<file path="src/rtl/shift_seq.sv">
// rtl/shift_seq.sv - serial-in word framer: bit counting, shift strobes, valid/ready hand-off, overrun flag
module shift_seq #(
   parameter int WIDTH = 8
) (
   input  logic             i_clk,
   input  logic             i_rst,
   input  logic             i_start,
   input  logic             i_bit_valid,
   input  logic             i_bit,
   output logic             o_shift_clr,
   output logic             o_shift_en,
   output logic [WIDTH-1:0] o_data,
   output logic             o_valid,
   input  logic             i_ready,
   output logic             o_busy,
   output logic             o_overrun
);

   localparam int CW = $clog2(WIDTH + 1);
   localparam int IW = $clog2(WIDTH);
   localparam logic [CW-1:0] LAST_BIT = CW'(WIDTH - 1);

   typedef enum logic [1:0] {
      IDLE,
      SHIFT,
      FULL
   } state_t;

   state_t           state_q, state_d;
   logic [CW-1:0]    cnt_q, cnt_d;
   logic [WIDTH-1:0] data_q, data_d;
   logic             overrun_q, overrun_d;
   logic             shift_clr, shift_en;

   always_comb begin
      state_d   = state_q;
      cnt_d     = cnt_q;
      data_d    = data_q;
      overrun_d = overrun_q;
      shift_clr = 1'b0;
      shift_en  = 1'b0;
      case (state_q)
         IDLE: begin
            if (i_start) begin
               shift_clr = 1'b1;
               state_d   = SHIFT;
               cnt_d     = '0;
               data_d    = '0;
            end
         end
         SHIFT: begin
            // a restart wins over a bit arriving in the same cycle; that bit is lost
            if (i_start) begin
               shift_clr = 1'b1;
               cnt_d     = '0;
               data_d    = '0;
            end else if (i_bit_valid) begin
               shift_en                = 1'b1;
               data_d[cnt_q[IW-1:0]]   = i_bit;
               cnt_d                   = cnt_q + CW'(1);
               if (cnt_q == LAST_BIT) begin
                  state_d = FULL;
               end
            end
         end
         FULL: begin
            if (i_bit_valid) begin
               overrun_d = 1'b1;
            end
            if (i_ready) begin
               if (i_start) begin
                  shift_clr = 1'b1;
                  state_d   = SHIFT;
                  cnt_d     = '0;
                  data_d    = '0;
               end else begin
                  state_d = IDLE;
               end
            end else if (i_start) begin
               overrun_d = 1'b1;
            end
         end
         default: begin
            state_d = IDLE;
         end
      endcase
   end

   always_ff @(posedge i_clk) begin
      if (i_rst) begin
         state_q   <= IDLE;
         cnt_q     <= '0;
         data_q    <= '0;
         overrun_q <= 1'b0;
      end else begin
         state_q   <= state_d;
         cnt_q     <= cnt_d;
         data_q    <= data_d;
         overrun_q <= overrun_d;
      end
   end

   // strobes are suppressed while reset is applied so nothing downstream moves
   assign o_shift_clr = shift_clr & ~i_rst;
   assign o_shift_en  = shift_en & ~i_rst;
   assign o_data      = data_q;
   assign o_valid     = (state_q == FULL);
   assign o_busy      = (state_q != IDLE);
   assign o_overrun   = overrun_q;

   a_strobe_excl : assert property (@(posedge i_clk) !(o_shift_clr && o_shift_en));
   a_en_in_shift : assert property (@(posedge i_clk) o_shift_en |-> (state_q == SHIFT));

endmodule

</file>
<file path="config.mk">
export PLATFORM = sky130hd
export DESIGN_NAME = shift_seq
export DESIGN_NICKNAME = d
export VERILOG_FILES = /design/src/rtl/shift_seq.sv
export SDC_FILE = /design/constraint.sdc
export NUM_CORES = 1
export LEC_CHECK = 0
export ABC_AREA = 1
export BUFFER_PORTS_ARGS = -buffer_cell sky130_fd_sc_hd__buf_4
export CORE_MARGIN = 2
export CORE_UTILIZATION = 58
export CTS_BUF_LIST = sky130_fd_sc_hd__clkbuf_8
export DETAILED_ROUTE_END_ITERATION = 16
export GPL_TIMING_DRIVEN = 0
export MAX_ROUTING_LAYER = met4
export PLACE_DENSITY = 0.88
export SYNTH_ARGS = -nofsm -noshare
export SYNTH_HDL_FRONTEND = slang
export SYNTH_SLANG_ARGS = --single-unit
export TNS_END_PERCENT = 10
</file>
<file path="constraint.sdc">
create_clock -name i_clk -period 2.25 [get_ports i_clk]
set_input_delay 0.675 -clock i_clk [delete_from_list [all_inputs] [get_ports i_clk]]
set_output_delay 0.675 -clock i_clk [all_outputs]
set_load 0.02 [all_outputs]
</file>
==> results of run 1 <==
==> final cells by class <==
type	count	area, µm²	share of cell area [%]
multi-input cells	90	448	42.8
flip-flops and latches	15	300	28.7
repair buffers	20	150	14.4
inverters	20	75.1	7.18
clock buffers	3	41.3	3.95
well taps	15	18.8	1.79
plain buffers	2	8.76	0.837
clock inverters	1	3.75	0.359
==> cell usage after synthesis, drive strengths merged <==
library cell / instances
o21ai: 4
nand2: 37
dfxtp: 15
nor3: 1
a21oi: 13
nor2: 14
buf: 1
clkbuf: 1
inv: 20
a31oi: 2
nand3: 17
ha: 1
a211oi: 1
==> worst min-delay path, stage by stage, from the launching register on <==
cell and delay [ps]:
dfxtp_1 310, nand2_1 60, a21oi_1 50
==> cell families after synthesis <==
| group | share of synthesized area, % |
|---|---|
| buffers and inverters | 10.1 |
| DFF | 36.2 |
| and+or+nand+nor | 38.2 |
| adders and majority gates | 1.51 |
| AOI/OAI and AO/OA | 14.0 |
==> through the flow <==
step / power (mW) / area, µm²
after floorplan: 0.354 / 830
after global placement: 0.385 / 983
after detailed placement: 0.389 / 983
after CTS: 0.604 / 1030
after global routing: 0.633 / 1050
final: 0.613 / 1050
==> power by group through the flow <==
stage,clock (mW),sequential [mW],combinational [mW]
after CTS,0.220,0.279,0.104
after global routing,0.233,0.280,0.120
after floorplan,0,0.286,0.0684
final,0.225,0.280,0.108
after detailed placement,0,0.285,0.104
after global placement,0,0.285,0.101
==> registers in the layout (all words and copies together) (netlist names) <==
register and count:
cnt_q 4, state_q 2, o_data 8, o_overrun 1
==> cells in the final DEF (no fill, tap or decap) <==
master | netlist | final
buf_2 | 1 | 1
o21ai_0 | 3 | 3
a21oi_1 | 12 | 12
ha_1 | 1 | 1
clkbuf_1 | 1 | 1
nand3_1 | 16 | 16
nand2_4 | 1 | 1
o21ai_1 | 1 | 1
buf_4 | 0 | 20
nor2_1 | 10 | 10
inv_2 | 2 | 2
inv_1 | 18 | 19
nand2_2 | 1 | 2
a31oi_1 | 2 | 2
nand3_2 | 1 | 1
nor2_4 | 2 | 2
nand2_1 | 35 | 34
nor2_2 | 2 | 2
a21oi_4 | 1 | 1
a211oi_1 | 1 | 1
nor3_1 | 1 | 1
clkbuf_8 | 0 | 3
dfxtp_1 | 15 | 15
==> repair_timing <==
action,4_1_cts,5_1_grt
setup buffers,0,2
endpoints found under the setup margin,0,1
resized for setup,0,1
==> worst max-delay path by stage <==
stage | from | endpoint | slack (ps)
4_1_cts | i_start | o_shift_en | 80
5_1_grt | i_start | o_shift_en | 20
3_3_place_gp | i_start | o_shift_en | 110
6_report | i_start | o_shift_en | 90
3_5_place_dp | i_start | o_shift_en | 100
2_1_floorplan | i_start | o_shift_en | 250
==> per-layer routing <==
metal	routed length [µm]	vias to the layer above
met1	877	418
li1	-	450
met4	44	0
met5	0	-
met3	136	7
met2	1040	43
==> impl_metrics.yaml, run 1 <==
route:
  ant_nets: 0
  drt-vias-per-instance: 5.53
  drt_wl_total_um: 2100
  drt_iter0_markers: 46
  wire_per_inst_um: 12.7
  vias: 918
  dr.pass1.iters: 4
  drc: 0
logic_synthesis:
  netlist-cell-type-count: 21
  synth_top_area_share_pct: 36.2
  synth-warning-count: 0
  synth_area_leaders: "dfxtp_1 (36%), nand2_1 (16%), nand3_1 (9.7%), inv_1 (8.1%), a21oi_1 (7.2%)"
  seq_area_frac_synth_pct: 36.2
  syn_nets: 134
  yosysTopAreaCell: "dfxtp_1"
  syn_area_um2: 830
  syn_avg_cell_area_um2: 6.53
  syn_inst: 127
  ys_ff_latch: 15
layout:
  area_growth_pct: 26.1
  final_nets: 159
  diodes: 0
  fillers: 88
  finish.utilization_pct: 79.4
  final_cells: 166
  drive_above_1_share_pct: 23.2
cts:
  cts_root_buffer: "clkbuf_8"
  clkTransAtPathRegs_ps: 70
  clock-sinks: 15
  cts-htree-levels: 1
  cts_buffers: 3
  insertion_delay_ps: 250
  cts_tree: "done"
  cts_buffer_depth: 2
  cts_hold_buf: 0
sta:
  relSlewSlack_pct: 68.4
  slew_violations: 0
  hold_ws_ps: 464
  finClkSkew_ps: 3.62
  tns_ps: 0
  setup_viol: 0
  tightest_slew_ps: 475
  fmax_mhz: 463
  fin_crit_sh_pct: 96.0
  finalHoldViolCount: 0
  rsz0062_at_grt: "false"
  period_minus_slack_ps: 2160
  timing.final.ws_setup_ps: 90.8
worst_hold_path:
  whs_path_depth: 2
  min_to: "o_data[1]"
  hold_path_class: "register to register"
  hold_start: "o_data[1]"
floorplan:
  die_area_um2: 1750
  start_util_pct: 63.0
  rows: 13
  die_w_um: 41.8
  die_h_um: 41.8
  core_area_um2: 1320
  io_pins: 19
critical_path:
  crit_path_end_kind: "output pin"
  critPathSlowestCell: "nor2_4"
  critPathLaunchType: "primary input"
  cp_common_cell: "buf_4"
  crit_fanout: 5
  max_stage_delay_ps: 160
  crit_arrival_ps: 1480
  required_ps: 1570
  path_cells: "buf_4, inv_1, nand2_2, nor2_4, inv_2, nor2_1, buf_4"
  reg2reg_slack_ps: 930
  path_buf_inv: 4
  path_delay_family: "buffers and inverters"
  crit_cells: 7
  path_class: "primary input to output pin"
  r2r_cells: 6
  r2r-start: "state_q[0]"
  rr_endpoint: "cnt_q[3]"
global_routing:
  grt_max_degree: 11
  use_met3_pct: 5.22
  grt_pass1_wl_um: 3350
  antenna_found_initial: 0
  grt_use_met2_pct: 41.3
  grt_busiest_layer: "met2"
  grt-ovfl-total: 0
  grt_pass1_vias: 815
  grt_use_total_pct: 25.1
  use_met1_pct: 30.3
power:
  power_frac_comb_pct: 17.6
  p_clk_share_pct: 36.7
  cell_internal_pwr_mw: 0.432
  leakage_nw: 0.501
  p_per_area_nw_per_um2: 586
  seq_power_share_pct: 45.6
  power_switching_mw: 0.181
  peakVddDrop_mv: 0.485
  switching_share_pct: 29.6
place:
  dpl.cell_count: 160
  gp_congestion: 0.922
  post-place-ws_ps: 101
  dpl.hpwl_um: 1430
  port_buffers: 18
run_status:
  outcome: "completed"
flow_run:
  maxCapViolCount: 0
(Power assumes the default switching activity.)
==> inputs of run 2 (changes only) <==
--- a/config.mk
+++ b/config.mk
@@ -8,12 +8,12 @@
 export ABC_AREA = 1
 export BUFFER_PORTS_ARGS = -buffer_cell sky130_fd_sc_hd__buf_4
 export CORE_MARGIN = 2
-export CORE_UTILIZATION = 58
+export CORE_UTILIZATION = 49
 export CTS_BUF_LIST = sky130_fd_sc_hd__clkbuf_8
 export DETAILED_ROUTE_END_ITERATION = 16
 export GPL_TIMING_DRIVEN = 0
 export MAX_ROUTING_LAYER = met4
-export PLACE_DENSITY = 0.88
+export PLACE_DENSITY = 0.79
 export SYNTH_ARGS = -nofsm -noshare
 export SYNTH_HDL_FRONTEND = slang
 export SYNTH_SLANG_ARGS = --single-unit
==> constraint.sdc (replaced) <==
create_clock -name i_clk -period 1.9 [get_ports i_clk]
set_input_delay 0.57 -clock i_clk [delete_from_list [all_inputs] [get_ports i_clk]]
set_output_delay 0.57 -clock i_clk [all_outputs]
set_load 0.02 [all_outputs]
==> run 2 against run 1 <==
Net effect: flip-flop and latch count stayed put; count of clock-buffer cells in the layout stayed put; critical endpoint unchanged; total power is 15% higher; sequential share of layout area is 0.28 points higher; worst setup slack worse by 21 ps; register-to-register slack worse by 320 ps; via count is 8.2% lower; highest routed layer unchanged; cell count is 0.60% lower; critical path type unchanged.
==> impl_metrics.yaml, run 2 (synthesized netlist as in run 1, its figures left out) <==
critical_path:
  crit_arrival_ps: 1260
  critPathSlowestCell: "buf_4"
  required_ps: 1330
  crit_path_end_kind: "output pin"
  path_cells: "buf_4, inv_2, nand2_2, nor2_4, inv_2, nor2_1, buf_4"
  crit_fanout: 5
  r2r_cells: 6
  r2r-start: "state_q[0]"
  critPathLaunchType: "primary input"
  path_class: "primary input to output pin"
  rr_endpoint: "cnt_q[3]"
  max_stage_delay_ps: 150
  reg2reg_slack_ps: 610
floorplan:
  die_w_um: 45.1
  die_area_um2: 2040
  io_pins: 19
  core_area_um2: 1540
  die_h_um: 45.1
  start_util_pct: 53.8
  rows: 14
sta:
  slew_violations: 0
  fmax_mhz: 546
  tightest_slew_ps: 340
  finalHoldViolCount: 0
  relSlewSlack_pct: 77.3
  finClkSkew_ps: 2.98
  fin_crit_sh_pct: 96.3
  period_minus_slack_ps: 1830
  rsz0062_at_grt: "false"
  setup_viol: 0
place:
  port_buffers: 18
  dpl.hpwl_um: 1340
  dpl.cell_count: 161
  gp_congestion: 0.922
worst_hold_path:
  hold_start: "o_data[1]"
  whs_path_depth: 2
  min_to: "o_data[1]"
  hold_path_class: "register to register"
global_routing:
  grt_pass1_vias: 756
  antenna_found_initial: 0
  grt_pass1_wl_um: 3170
  grt-ovfl-total: 0
  grt_use_total_pct: 21.9
  grt_max_degree: 16
layout:
  drive_above_1_share_pct: 23.5
  fillers: 141
  largest_reg_flops: 8
  area_growth_pct: 24.9
  diodes: 0
  final_cells: 165
  final_nets: 157
  finish.utilization_pct: 67.2
  final_common_cell: "nand2_1"
  final_cell_mix: "nand2_1 (34), buf_4 (19), inv_1 (18)"
cts:
  cts_tree: "done"
  clkTransAtPathRegs_ps: 60
  cts_hold_buf: 0
  cts_buffer_depth: 2
  cts_root_buffer: "clkbuf_8"
  cts-htree-levels: 1
  insertion_delay_ps: 250
  cts_buffers: 3
  clock-sinks: 15
route:
  drt_wl_total_um: 1810
  ant_nets: 0
  wire_per_inst_um: 11.0
  drc: 0
  vias: 843
  drt_iter0_markers: 17
  dr.pass1.iters: 6
  drt-vias-per-instance: 5.11
run_status:
  outcome: "completed"
power:
  finalPower_mw: 0.708
  leakage_nw: 0.493
  peakVddDrop_mv: 0.527
  p_per_area_nw_per_um2: 683
flow_run:
  maxCapViolCount: 0
run 2: layer usage:
metal	track usage, %	vias to the layer above	routed length [µm]
met5	-	-	0
met4	7.65	0	11
met3	7.20	2	108
met2	33.7	19	896
met1	26.8	373	794
li1	-	449	-
run 2: area by class of cell:
| class | instances | area (µm²) | share of cell area (%) |
|---|---|---|---|
| Inverter | 20 | 75.1 | 7.25 |
| Clock inverter | 1 | 3.75 | 0.362 |
| Tap cell | 16 | 20.0 | 1.93 |
| Buffer | 1 | 5.00 | 0.483 |
| Clock buffer | 3 | 41.3 | 3.99 |
| Timing Repair Buffer | 19 | 143 | 13.8 |
| Sequential cell | 15 | 300 | 29.0 |
| Multi-Input combinational cell | 90 | 448 | 43.2 |
run 2: power breakdown:
| group | leakage [nW] | internal [mW] | switching (mW) |
|---|---|---|---|
| logic | 0.345 | 0.0454 | 0.0789 |
| registers | 0.121 | 0.321 | 0.00961 |
| clock network | 0.0269 | 0.143 | 0.110 |
| total | 0.493 | 0.510 | 0.198 |
run 2: how the worst max path moves through the flow:
stage	from	to	slack (ps)	cells past startpoint
6_report	i_start	o_shift_en	70	7
4_1_cts	i_start	o_shift_en	9	7
5_1_grt	i_start	o_shift_en	10	7
3_3_place_gp	i_start	o_shift_en	-40	7
2_1_floorplan	i_start	o_shift_en	110	5
3_5_place_dp	i_start	o_shift_en	-40	7
run 2: per-stage QoR:
step	instance area (µm²)	setup TNS, ps	hold slack (ps)	setup WS (ps)
after detailed placement	985	-43.6	452	-43.6
final	1040	0	458	69.4
after floorplan	830	0	471	114
after global routing	1040	0	473	11.1
after CTS	1030	0	461	9.08
after global placement	985	-35.6	446	-35.6
run 2: repair_timing:
item | in CTS | in global routing
resized for setup | 0 | 2
hold endpoints to repair | 0 | 0
setup buffers | 1 | 0
pin swaps | 1 | 0
endpoints found under the setup margin | 1 | 1
run 2: critical path: cells and delay by family:
kind | cells | cell delay (ps)
buf+inv | 4 | 410
simple gates | 3 | 280
